## src/rtl/loop_detector.sv

```systemverilog
// Loop detector: a fully-associative table that learns backward-branch trip counts and overrides fetch predictions for LOCKED loops.
// Define LD_CONFIRM_EN to require two equal consecutive trips before locking; otherwise TRAIN locks directly.
module loop_detector #(
    parameter int ENTRIES = 4,
    parameter int CNT_W   = 10
) (
    input  logic        clk,
    input  logic        rst,
    input  logic [31:0] PC_F,
    input  logic        branch_en_F,
    input  logic        backward_F,
    input  logic        stall_F,
    input  logic [31:0] PC_EX,
    input  logic        branch_en_EX,
    input  logic        backward_EX,
    input  logic        branch_result,
    input  logic        branch_correction,
    output logic        LD_hit_F,
    output logic        LD_decision_F
);
    localparam int IDX_W = (ENTRIES > 1) ? $clog2(ENTRIES) : 1;

    typedef enum logic [1:0] {
        TRAIN   = 2'd0,
        CONFIRM = 2'd1,
        LOCKED  = 2'd2
    } state_t;

    // State entered when a trip count is (re)learned.
`ifdef LD_CONFIRM_EN
    localparam state_t RETRAIN = CONFIRM;
`else
    localparam state_t RETRAIN = LOCKED;
`endif

    logic [ENTRIES-1:0] r_valid;
    logic [11:0]        r_tag   [ENTRIES];
    state_t             r_state [ENTRIES];
    logic [CNT_W-1:0]   r_trip  [ENTRIES];
    logic [CNT_W-1:0]   r_cur   [ENTRIES];
    logic [CNT_W-1:0]   r_spec  [ENTRIES];
    logic [IDX_W-1:0]   r_ptr;

    logic [ENTRIES-1:0] w_valid_n;
    logic [11:0]        w_tag_n   [ENTRIES];
    state_t             w_state_n [ENTRIES];
    logic [CNT_W-1:0]   w_trip_n  [ENTRIES];
    logic [CNT_W-1:0]   w_cur_n   [ENTRIES];
    logic [CNT_W-1:0]   w_spec_n  [ENTRIES];
    logic [IDX_W-1:0]   w_ptr_n;

    logic               w_hitF;
    logic               w_hitEX;
    logic               w_anyFree;
    logic [IDX_W-1:0]   w_idxF;
    logic [IDX_W-1:0]   w_idxEX;
    logic [IDX_W-1:0]   w_freeIdx;
    logic [IDX_W-1:0]   w_allocIdx;
    logic               w_exUpd;
    logic               w_unused;

    assign w_unused = ^{PC_F[31:14], PC_F[1:0], PC_EX[31:14], PC_EX[1:0]};

    // Descending scan so the lowest-numbered invalid entry is chosen for allocation.
    always_comb begin
        w_hitF    = 1'b0;
        w_idxF    = '0;
        w_hitEX   = 1'b0;
        w_idxEX   = '0;
        w_anyFree = 1'b0;
        w_freeIdx = '0;
        for (int i = ENTRIES - 1; i >= 0; i--) begin
            if (r_valid[i] && (r_tag[i] == PC_F[13:2])) begin
                w_hitF = 1'b1;
                w_idxF = IDX_W'(i);
            end
            if (r_valid[i] && (r_tag[i] == PC_EX[13:2])) begin
                w_hitEX = 1'b1;
                w_idxEX = IDX_W'(i);
            end
            if (!r_valid[i]) begin
                w_anyFree = 1'b1;
                w_freeIdx = IDX_W'(i);
            end
        end
    end

    assign LD_hit_F      = branch_en_F & backward_F & w_hitF & (r_state[w_idxF] == LOCKED);
    assign LD_decision_F = LD_hit_F & (r_spec[w_idxF] < r_trip[w_idxF]);
    assign w_exUpd       = branch_en_EX & backward_EX;
    assign w_allocIdx    = w_anyFree ? w_freeIdx : r_ptr;

    // Write order sets priority: fetch spec update, then EX fields, then correction reload.
    always_comb begin
        w_valid_n = r_valid;
        w_ptr_n   = r_ptr;
        for (int i = 0; i < ENTRIES; i++) begin
            w_tag_n[i]   = r_tag[i];
            w_state_n[i] = r_state[i];
            w_trip_n[i]  = r_trip[i];
            w_cur_n[i]   = r_cur[i];
            w_spec_n[i]  = r_spec[i];
        end

        if (LD_hit_F && !stall_F) begin
            w_spec_n[w_idxF] = LD_decision_F ? (r_spec[w_idxF] + 1'b1) : '0;
        end

        if (w_exUpd) begin
            if (branch_result && !w_hitEX) begin
                w_valid_n[w_allocIdx] = 1'b1;
                w_tag_n[w_allocIdx]   = PC_EX[13:2];
                w_state_n[w_allocIdx] = TRAIN;
                w_cur_n[w_allocIdx]   = CNT_W'(1);
                w_spec_n[w_allocIdx]  = '0;
                w_ptr_n               = r_ptr + 1'b1;
            end else if (branch_result) begin
                if (&r_cur[w_idxEX]) begin
                    w_valid_n[w_idxEX] = 1'b0;
                end else begin
                    w_cur_n[w_idxEX] = r_cur[w_idxEX] + 1'b1;
                end
            end else if (w_hitEX) begin
                case (r_state[w_idxEX])
                    TRAIN: begin
                        w_trip_n[w_idxEX]  = r_cur[w_idxEX];
                        w_state_n[w_idxEX] = RETRAIN;
                    end
                    CONFIRM: begin
                        if (r_cur[w_idxEX] == r_trip[w_idxEX]) begin
                            w_state_n[w_idxEX] = LOCKED;
                        end else begin
                            w_trip_n[w_idxEX] = r_cur[w_idxEX];
                        end
                    end
                    LOCKED: begin
                        if (r_cur[w_idxEX] != r_trip[w_idxEX]) begin
                            w_trip_n[w_idxEX]  = r_cur[w_idxEX];
                            w_state_n[w_idxEX] = RETRAIN;
                        end
                    end
                    default: begin
                        w_state_n[w_idxEX] = TRAIN;
                    end
                endcase
                w_cur_n[w_idxEX] = '0;
            end
        end

        if (branch_correction) begin
            for (int i = 0; i < ENTRIES; i++) begin
                w_spec_n[i] = w_cur_n[i];
            end
        end
    end

    always_ff @(posedge clk or negedge rst) begin
        if (!rst) begin
            r_valid <= '0;
            r_ptr   <= '0;
            for (int i = 0; i < ENTRIES; i++) begin
                r_tag[i]   <= '0;
                r_state[i] <= TRAIN;
                r_trip[i]  <= '0;
                r_cur[i]   <= '0;
                r_spec[i]  <= '0;
            end
        end else begin
            r_valid <= w_valid_n;
            r_ptr   <= w_ptr_n;
            for (int i = 0; i < ENTRIES; i++) begin
                r_tag[i]   <= w_tag_n[i];
                r_state[i] <= w_state_n[i];
                r_trip[i]  <= w_trip_n[i];
                r_cur[i]   <= w_cur_n[i];
                r_spec[i]  <= w_spec_n[i];
            end
        end
    end

endmodule
```

## config.mk

```make
export PLATFORM = sky130hd
export DESIGN_NAME = loop_detector
export DESIGN_NICKNAME = d
export VERILOG_FILES = /design/src/rtl/loop_detector.sv
export SDC_FILE = /design/constraint.sdc
export NUM_CORES = 1
export LEC_CHECK = 0
export CORE_MARGIN = 3
export CORE_UTILIZATION = 42
export CTS_CLUSTER_SIZE = 20
export DETAILED_ROUTE_END_ITERATION = 6
export PLACE_DENSITY = 0.6
export SYNTH_ARGS = -nofsm -noshare
export SYNTH_HDL_FRONTEND = slang
export SYNTH_SLANG_ARGS = --single-unit
```

## constraint.sdc

```tcl
create_clock -name clk -period 9.5 [get_ports clk]
set_input_delay 1.9 -clock clk [delete_from_list [all_inputs] [get_ports clk]]
set_output_delay 1.9 -clock clk [all_outputs]
set_load 0.01 [all_outputs]
```

==> results.md, run 1 <==
* Final worst-path cycle share at 0.936
* Clk Latency, worst-skew pair at about 0.47 ns
* Arr. time, crit path at ~7.0 ns
* DR WL/cell at ~27 µm
* Clock Sinks at 182
* Hold wc startpoint: r_trip[34]
* Most frequent cell after synthesis: dfrtp_1
* R2R cell count at 19
* Met1 WL at 20.0 mm
* Vias per Instance at 6.53
* Hold-critical path endpoint: r_trip[34]
* Pre-antenna DRT Iters at 6
* CTS tree: done
* Worst VDD drop at 155 µV
* Share of layout cells above drive strength 1 at 0.130
* Routed Antenna Nets at 0
* Post-synth EDFFs at 0
* Netlist Area Pre-Place at 12500 µm²
* Hold Vio Cnt, Final at 0
* Synthesis Warnings at 0
* Area growth syn-to-layout at 10.2%
* Clock root buffer: clkbuf_16
* Synth area leader: dfrtp_1
* Non-filler instance count after layout at approximately 1700
* Global route overflow at 0
* Syn Nets at 1429
* Worst setup margin at between 0.6 and 0.7 ns
* R2R Path End: r_spec[23]
* Power per cell area at 201 nW/µm²
* Initial antenna violation count at 0
* Initial Util at 0.430
* Status: finished, final reports clean
* Hold WC Path Type: reg -> reg
* Worst setup EP type: output port
* Worst hold stages at 1
* Share of the synthesized area in the top cell type at 0.365
* Die area at 31800 µm²
* Met2 wire len at 21.3 mm
* Crit path launch type: input port
* Slew Limit Fails at 0
* Die H at 178 µm
* Post-CTS resize count at 0
* Largest net degree at the start of global routing at between 70 and 80
* Rows at 62
* Setup Skew at 0.0220 ns
* Rel. slew slack at 0.132
* Total number of vias at about 11000
* Top FF cell, synth: dfrtp_1
* FF+latch area at roughly 4600 µm²
* Met3 routed WL at ~4 mm
* MaxCap Viol Count at 0
* RR Startpoint: r_tag[17]
* First-pass GRT wire length at just over 70 mm
* Placed insts at 1710
* Core Util, Final at 0.474
* DRC violations left at 0
* Hold_buf cts at 0
* Core Box Area at around 29000 µm²
* Drt total wl at 47.9 mm
* Synth async-reset ratio at 1.00
* CP max FO at 6
* Commonest cells in the netlist: 182 x dfrtp_1, 131 x nand2_1, 101 x xnor2_1
* Setup TNS Final at 0 ns
* Clk buf depth at 2
* Placer Congestion at ~0.98
* Num CTS Buffers at 17
* Setup repair bufs after CTS at 0
* Synth unique cells at 88
* Multi-input gate area at between 7000 and 8000 µm²
* Post-layout min period at 8.89 ns
* Nets@finish at between 1000 and 1500
* Total GRT Usage at 0.304
* I/O pin count at 75
* IO buf count at 34
* Dpl ws at 0.686 ns
* Fill cells at 2803
* Flops & latches, synth at ~180
* Placed wire-length estimate at 35.8 mm
* Fmax at between 100 and 150 MHz
* Reg2reg setup slack at ~3.7 ns
* Static leakage at 5.67 nW
* Least-Margin Pin Slew at 1.30 ns
* Final setup vio count at 0
* Critical path type: in -> out
* H-tree levels at 4
* Worst-path clk slew at ~0.07 ns
* Synth Area per Inst at 9.28 µm²
* RSZ-0062 raised after global routing: no
* Top cells by area, synth: dfrtp_1 37%, xnor2_1 7.1%, mux2_2 4.6%
* Crit path required time at around 7.6 ns
* Vias in the first global route at 11000
* DRT iter0 DRCs at roughly 1500
* Top layer in use: met4
* Synth Instances at 1344
* Die Wd at 178 µm
* Sequential area share after synthesis at 0.365
area by class of cell:
type,instances,area share
Sequential cell,182,0.331
Antenna cell,1,0.000182
Tap cell,384,0.0350
Clock inverter,13,0.00992
Clock buffer,19,0.0322
Inverter,32,0.00874
Timing Repair Buffer,75,0.0474
Multi-Input combinational cell,1037,0.535
metal layers:
metal / global-route usage / vias to the layer above
met1: 0.416 / 5631
met3: 0.0487 / 130
met4: 0.153 / 0
li1: - / 4997
met5: 0 / -
met2: 0.465 / 617
state kept, by name (all words and copies together), names as in the netlist, named ones only:
signal,cells
r_valid,4
r_state,4
r_spec,40
r_trip,40
r_ptr,2
r_tag,48
r_cur,40
layout by cell type, fill, tap and decap left out, types with 7 or more instances in the layout:
cell type,count
o21a_1,8
xnor2_2,11
or4_1,11
nor2b_1,8
and4_1,10
nor3_1,28
nand2b_1,7
a22o_1,21
o22ai_1,12
a31oi_1,19
nand3_1,52
nand2_1,131
o21ai_0,60
or2_2,7
ha_1,12
xor2_1,8
o221ai_1,21
xnor2_1,101
mux2i_1,27
and2_1,23
nor2_1,74
o2bb2ai_1,15
clkdlybuf4s50_1,33
o21ai_1,15
mux2_2,51
clkbuf_16,17
mux2_1,31
a21oi_1,54
o211ai_1,13
inv_1,29
a21o_1,11
nor4_1,12
buf_4,41
nand4_1,42
and3_1,18
dfrtp_1,182
worst max-delay path by stage:
stage               endpoint     from
6_report       LD_decision_F  PC_F[7]
3_3_place_gp   LD_decision_F  PC_F[7]
5_1_grt        LD_decision_F  PC_F[7]
2_1_floorplan  LD_decision_F  PC_F[2]
4_1_cts        LD_decision_F  PC_F[7]
3_5_place_dp   LD_decision_F  PC_F[7]
power breakdown:
part	total (W)	internal, W	switching [W]	leakage, nW
Combinational	0.000939	0.000396	0.000542	3.03
Sequential	0.00109	0.000913	0.000176	2.35
Clock	0.000737	0.000377	0.000359	0.284
Total	0.00276	0.00169	0.00108	5.67
metrics by stage:
stage	power, W	hold WS [ns]	instance area [µm²]
after floorplan	0.00172	0.455	12500
after global placement	0.00201	0.497	13200
after detailed placement	0.00203	0.501	13200
after CTS	0.00276	0.516	13700
after global routing	0.00289	0.527	13700
final	0.00276	0.519	13700
cells by family after synthesis:
family / Yosys count / synth area share
buffers and inverters: 125 / 0.0479
xor gates and xnor gates: 121 / 0.0931
DFF: 182 / 0.365
and+or+nand+nor: 465 / 0.198
adders and majority gates: 12 / 0.0120
muxes: 109 / 0.0957
AOI/OAI and AO/OA: 330 / 0.188
critical path, cell delays in order:
cell	delay [ns]
clkdlybuf4s50_1	0.53
xnor2_1	0.38
nand4_1	0.26
or4_1	0.59
a21oi_1	0.36
nor2_1	0.18
buf_4	0.20
o311a_1	0.43
ha_1	0.21
a21o_1	0.19
a21o_1	0.18
a21o_1	0.16
a21o_1	0.17
a211o_1	0.28
o211ai_1	0.17
o2111a_1	0.24
clkdlybuf4s50_1	0.53
(Power assumes the default switching activity.)
==> inputs of run 2 (changes only) <==
--- a/config.mk
+++ b/config.mk
@@ -6,10 +6,10 @@
 export NUM_CORES = 1
 export LEC_CHECK = 0
 export CORE_MARGIN = 3
-export CORE_UTILIZATION = 42
+export CORE_UTILIZATION = 46
 export CTS_CLUSTER_SIZE = 20
 export DETAILED_ROUTE_END_ITERATION = 6
-export PLACE_DENSITY = 0.6
+export PLACE_DENSITY = 0.64
 export SYNTH_ARGS = -nofsm -noshare
 export SYNTH_HDL_FRONTEND = slang
 export SYNTH_SLANG_ARGS = --single-unit
==> constraint.sdc (replaced) <==
create_clock -name clk -period 11.5 [get_ports clk]
set_input_delay 1.725 -clock clk [delete_from_list [all_inputs] [get_ports clk]]
set_output_delay 1.725 -clock clk [all_outputs]
set_load 0.01 [all_outputs]
==> results.md, run 2 (same netlist as run 1, synthesis figures left out) <==
* R2R cell count at 17 (-2)
* Initial Util at 0.473 (+0.0434)
* Routed Antenna Nets at 0 (unchanged)
* Slew Limit Fails at 0 (unchanged)
* Post-layout min period at 9.00 ns
* MaxCap Viol Count at 0 (unchanged)
* Hold wc startpoint: r_cur[37]
* Status: finished, final reports clean
* Static leakage at 5.61 nW (-0.94%)
* Crit path launch type: input port
* Fmax at 111 MHz
* Biggest register: r_tag
* Final setup vio count at 0 (unchanged)
* Vias per Instance at 6.79 (+4.0%)
* DR WL/cell at 27.4 µm (-0.11%)
* Placed wire-length estimate at 34.2 mm (-4.6%)
* Arr. time, crit path at 7.28 ns (+0.29 ns)
* Hold Vio Cnt, Final at 0 (unchanged)
* Total number of vias at 11400 (+0.17%)
* Global route overflow at 0 (unchanged)
* Least-Margin Pin Slew at 1.26 ns (-0.0332 ns)
* Clock Sinks at 182 (unchanged)
* Share of layout cells above drive strength 1 at 0.121 (-0.00906)
* Rel. slew slack at 0.149 (+0.0164)
* Clk buf depth at 2 (unchanged)
* Pre-antenna DRT Iters at 7 (+1)
* Worst setup EP type: output port
* Rows at 59 (-4.8%)
* R2R Path End: r_spec[18]
* Placer Congestion at 0.979 (+0.20%)
* Antenna diodes at 0 (-1)
* RSZ-0062 raised after global routing: no
* Drt total wl at 46.1 mm (-3.8%)
* Hold WC Path Type: reg -> reg
* Initial antenna violation count at 0 (unchanged)
* Vias in the first global route at 10900 (-0.75%)
* Die Wd at 171 µm (-4.3%)
* Setup TNS Final at 0 ns (unchanged)
* Final worst-path cycle share at 0.783
* Design Area, Final at 13600 µm² (-1.0%)
* Core Util, Final at 0.516 (+0.0423)
* Die H at 171 µm (-4.3%)
* CP max FO at 6 (unchanged)
* Crit path from: PC_F[2]
* Placed Area at 13000 µm² (-1.3%)
* IO buf count at 34 (unchanged)
* Crit path required time at 9.78 ns (+2.18 ns)
* Clock root buffer: clkbuf_16
* Setup Skew at 0.0143 ns (-0.00774 ns)
* Num CTS Buffers at 17 (unchanged)
* DRC violations left at 0 (unchanged)
* H-tree levels at 4 (unchanged)
* Setup repair bufs after CTS at 0 (unchanged)
* Area growth syn-to-layout at 9.07%
* Total GRT Usage at 0.316 (+0.0121)
* Hold_buf cts at 0 (unchanged)
* First-pass GRT wire length at 69.1 mm (-2.7%)
* Worst VDD drop at 135 µV (-13%)
* Worst-path clk slew at 0.07 ns (about the same)
* Crit path to: LD_decision_F
* DRT iter0 DRCs at 1381 (-4.8%)
* Clk Latency, worst-skew pair at 0.45 ns (-0.02 ns)
* Max reg flops at 48 (unchanged)
* Die area at 29100 µm² (-8.4%)
* Most frequent cells in the layout: 182 x dfrtp_1, 131 x nand2_1, 101 x xnor2_1
* RR Startpoint: r_tag[27]
* Nets@finish at 1416 (-0.98%)
* Core Box Area at 26400 µm² (-9.2%)
* Post-CTS resize count at 0 (unchanged)
* CTS tree: done
* I/O pin count at 75 (unchanged)
* Reg2reg setup slack at 4.97 ns (+1.26 ns)
* Power per cell area at 168 nW/µm² (-16%)
* Largest net degree at the start of global routing at 106 (+43%)
* Commonest non-fill, non-tap cell in the layout: dfrtp_1
* Critical path type: in -> out
run 2: changes by cell type in the layout (fill, tap and decap cells not counted):
cell        previous run  this run
diode_2                1         0
nor2_1                74        75
clkinv_4               1         2
clkinvlp_4             1         2
bufinv_16              1         2
nor2_2                 3         2
inv_8                  1         2
inv_6                  6         3
buf_4                 41        27
clkbuf_1               1         0
run 2: area by class of cell:
class | count | area [µm²]
Fill cell | 2438 | 12800
Multi-Input combinational cell | 1037 | 7350
Sequential cell | 182 | 4550
Timing Repair Buffer | 61 | 547
Clock buffer | 18 | 439
Tap cell | 335 | 419
Clock inverter | 14 | 168
Inverter | 32 | 120
run 2: worst min path at each step:
stage                       endpoint  cells after the start
after floorplan            r_cur[37]                      2
after global placement    r_trip[31]                      1
after detailed placement   r_cur[37]                      2
after CTS                  r_cur[37]                      2
after global routing      r_trip[31]                      1
final                      r_cur[37]                      2
run 2: worst max-delay path: stages:
cell and delay [ns]:
clkdlybuf4s50_1 0.55, xnor2_1 0.61, nand4_1 0.20, or4_1 0.62
a31oi_1 0.80, nor2b_1 0.14, or2_2 0.40, ha_1 0.31
a21o_1 0.16, a21o_1 0.17, a21o_1 0.16, a21o_1 0.17
a211o_1 0.28, o211ai_1 0.20, o2111a_1 0.25, clkdlybuf4s50_1 0.53
run 2: stage by stage:
stage	total power [W]	hold WS (ns)	setup slack (ns)	cells
2_1_floorplan	0.00142	0.455	4.54	1344
3_3_place_gp	0.00165	0.503	2.57	1647
3_5_place_dp	0.00167	0.503	2.59	1647
4_1_cts	0.00228	0.520	2.58	1679
5_1_grt	0.00239	0.557	2.46	1679
6_report	0.00229	0.519	2.50	1679
run 2: metal layers:
metal / vias up / wire length (µm) / GRT usage
li1: 4982 / - / -
met1: 5607 / 18600 / 0.420
met2: 652 / 20100 / 0.482
met3: 153 / 4410 / 0.0640
met4: 0 / 2950 / 0.176
met5: - / 0 / 0
run 2: power breakdown:
| part | switching [W] | internal [W] |
|---|---|---|
| registers | 0.000145 | 0.000754 |
| logic | 0.000449 | 0.000327 |
| clock network | 0.000283 | 0.000333 |
| total | 0.000877 | 0.00141 |
==> variant: new RTL, settings of run 1 <==
Build with the macro `LD_CONFIRM_EN` defined.
--- a/src/rtl/loop_detector.sv
+++ b/src/rtl/loop_detector.sv
@@ -1,4 +1,6 @@
 // Loop detector: a fully-associative table that learns backward-branch trip counts and overrides fetch predictions for LOCKED loops.
 // Define LD_CONFIRM_EN to require two equal consecutive trips before locking; otherwise TRAIN locks directly.
+`define LD_CONFIRM_EN
+
 module loop_detector #(
     parameter int ENTRIES = 4,
Function: not settled (the Yosys comparison gave no result); the edit may change what the design does.
==> variant against run 1 <==
  * Global-route usage is 4.3 points lower
  * Synthesized cell count is 9.9% lower
  * First-iteration DRC count is 44% lower
  * Die area is 7.9% lower
  * Setup slack worse by 0.21 ns
  * Cell area is 7.2% lower
  * Critical path depth is 1 higher
  * Sequential share of layout area is 2.6 points higher
  * Wire length is 21% lower
  * Total power is 11% lower
  * Sequential cell count stayed put
  * Final cell count is 10% lower
  * Synthesized area is 8.2% lower
==> variant: results <==
{
  "slew-limit-headroom": 0.255,
  "crit_arrival_ns": 7.20,
  "clock_tree.root_cell": "clkbuf_16",
  "cts_setup_buffers": 0,
  "timing.critical_path.slowest_cell_delay_ns": 0.59,
  "grt_remaining_overflow": 0,
  "global_route_wire_length_before_repair_um": 57600,
  "timing.hold.worst.start": "r_ptr[1]",
  "synth.yosys.seq_area_share": 0.398,
  "clk_latency_ns": 0.44,
  "gp_congestion": 0.944,
  "place_area_sq_mm": 0.0121,
  "outcome": "complete, no violations",
  "final_nets": 1298,
  "worst_r2r_startpoint": "r_tag[11]",
  "worstPathMaxFanout": 13,
  "power.ir.vdd_worst_uv": 134,
  "fillerInstances": 2497,
  "multi_input_area_sq_mm": 0.00648,
  "insertedDiodeCount": 0,
  "critPathLaunch": "PC_F[13]",
  "grt_pass1_vias": 9610,
  "ys_top_cells_by_area": "dfrtp_1 40%, xnor2_1 7.4%, mux2_2 6.5%",
  "yosysUniqueCellTypes": 80,
  "drtPass1Iterations": 6,
  "dr_total_vias": 9726,
  "fin_skew_ns": 0.0120,
  "cellLeakagePower_uw": 0.00519,
  "synth_flop_cell": "dfrtp_1",
  "grt_util_all_layers": 0.261,
  "totalWireLength_um": 37700,
  "pin_count_of_the_biggest_net_entering_global_routing": 68,
  "dpl_worst_slack_ns": 0.415,
  "dp_hpwl_um": 27400,
  "place.port_buffers": 34,
  "fraction_of_layout_instances_using_a_drive_strength_above_1": 0.140,
  "drt_first_iter_violations": 816,
  "post_synth_most_frequent_cells": "182 x dfrtp_1, 136 x nand2_1, 97 x xnor2_1",
  "synth-async-reset-ratio": 1.00,
  "min-delay-path-class": "reg2reg"
}
-- variant: final timing paths --
| check | cells after the start | end | slack [ns] |
|---|---|---|---|
| setup / recovery | 18 | LD_decision_F | 0.40 |
| hold / removal | 1 | r_ptr[1] | 0.53 |
| setup reg to reg | 22 | r_spec[24] | 4.18 |
| hold reg to reg | 1 | r_ptr[1] | 0.53 |
| max in group asynchronous | 2 | r_cur[15] | 6.72 |
| min in group asynchronous | 1 | r_trip[39] | 1.44 |
-- variant: cell type report --
class / count / share of cell area
flip-flops and latches: 182 / 0.357
multi-input cells: 922 / 0.508
clock inverters: 9 / 0.0117
repair buffers: 65 / 0.0452
clock buffers: 22 / 0.0372
inverters: 25 / 0.00736
well taps: 335 / 0.0329
-- variant: worst max-delay path: cells and delay by family --
family	cells	cell delay, ns
AND/OR/NAND/NOR	7	1.48
XOR/XNOR	1	0.33
buffers and inverters	5	1.62
AO/OA/AOI/OAI	3	1.18
adder cells (fa/ha/maj)	1	0.30
multiplexers	1	0.38
-- variant: power by group --
part	switching [uW]	total, uW	internal [uW]	leakage, uW
Sequential	142	1050	904	0.00238
Combinational	342	649	307	0.00250
Clock	310	769	459	0.000310
-- variant: through the flow --
step                      hold slack, ns  std cells
final                              0.529       1560
after global routing               0.554       1560
after CTS                          0.535       1560
after detailed placement           0.515       1529
after global placement             0.509       1529
after floorplan                    0.461       1211
-- variant: kinds of logic (layout without fill, tap and decap cells) --
group,count (synthesis),in the layout,share of synthesized area
xor+xnor,125,125,0.0956
buf+inv,107,121,0.0394
mux,120,120,0.119
simple gates,375,375,0.167
flops,182,182,0.398
compound gates,290,290,0.168
fa+ha+maj,12,12,0.0131
-- variant: layer usage --
metal,global-route usage,wire length (um)
met1,0.345,15700
met2,0.416,17600
met3,0.0363,2400
met4,0.140,1980
met5,0,0
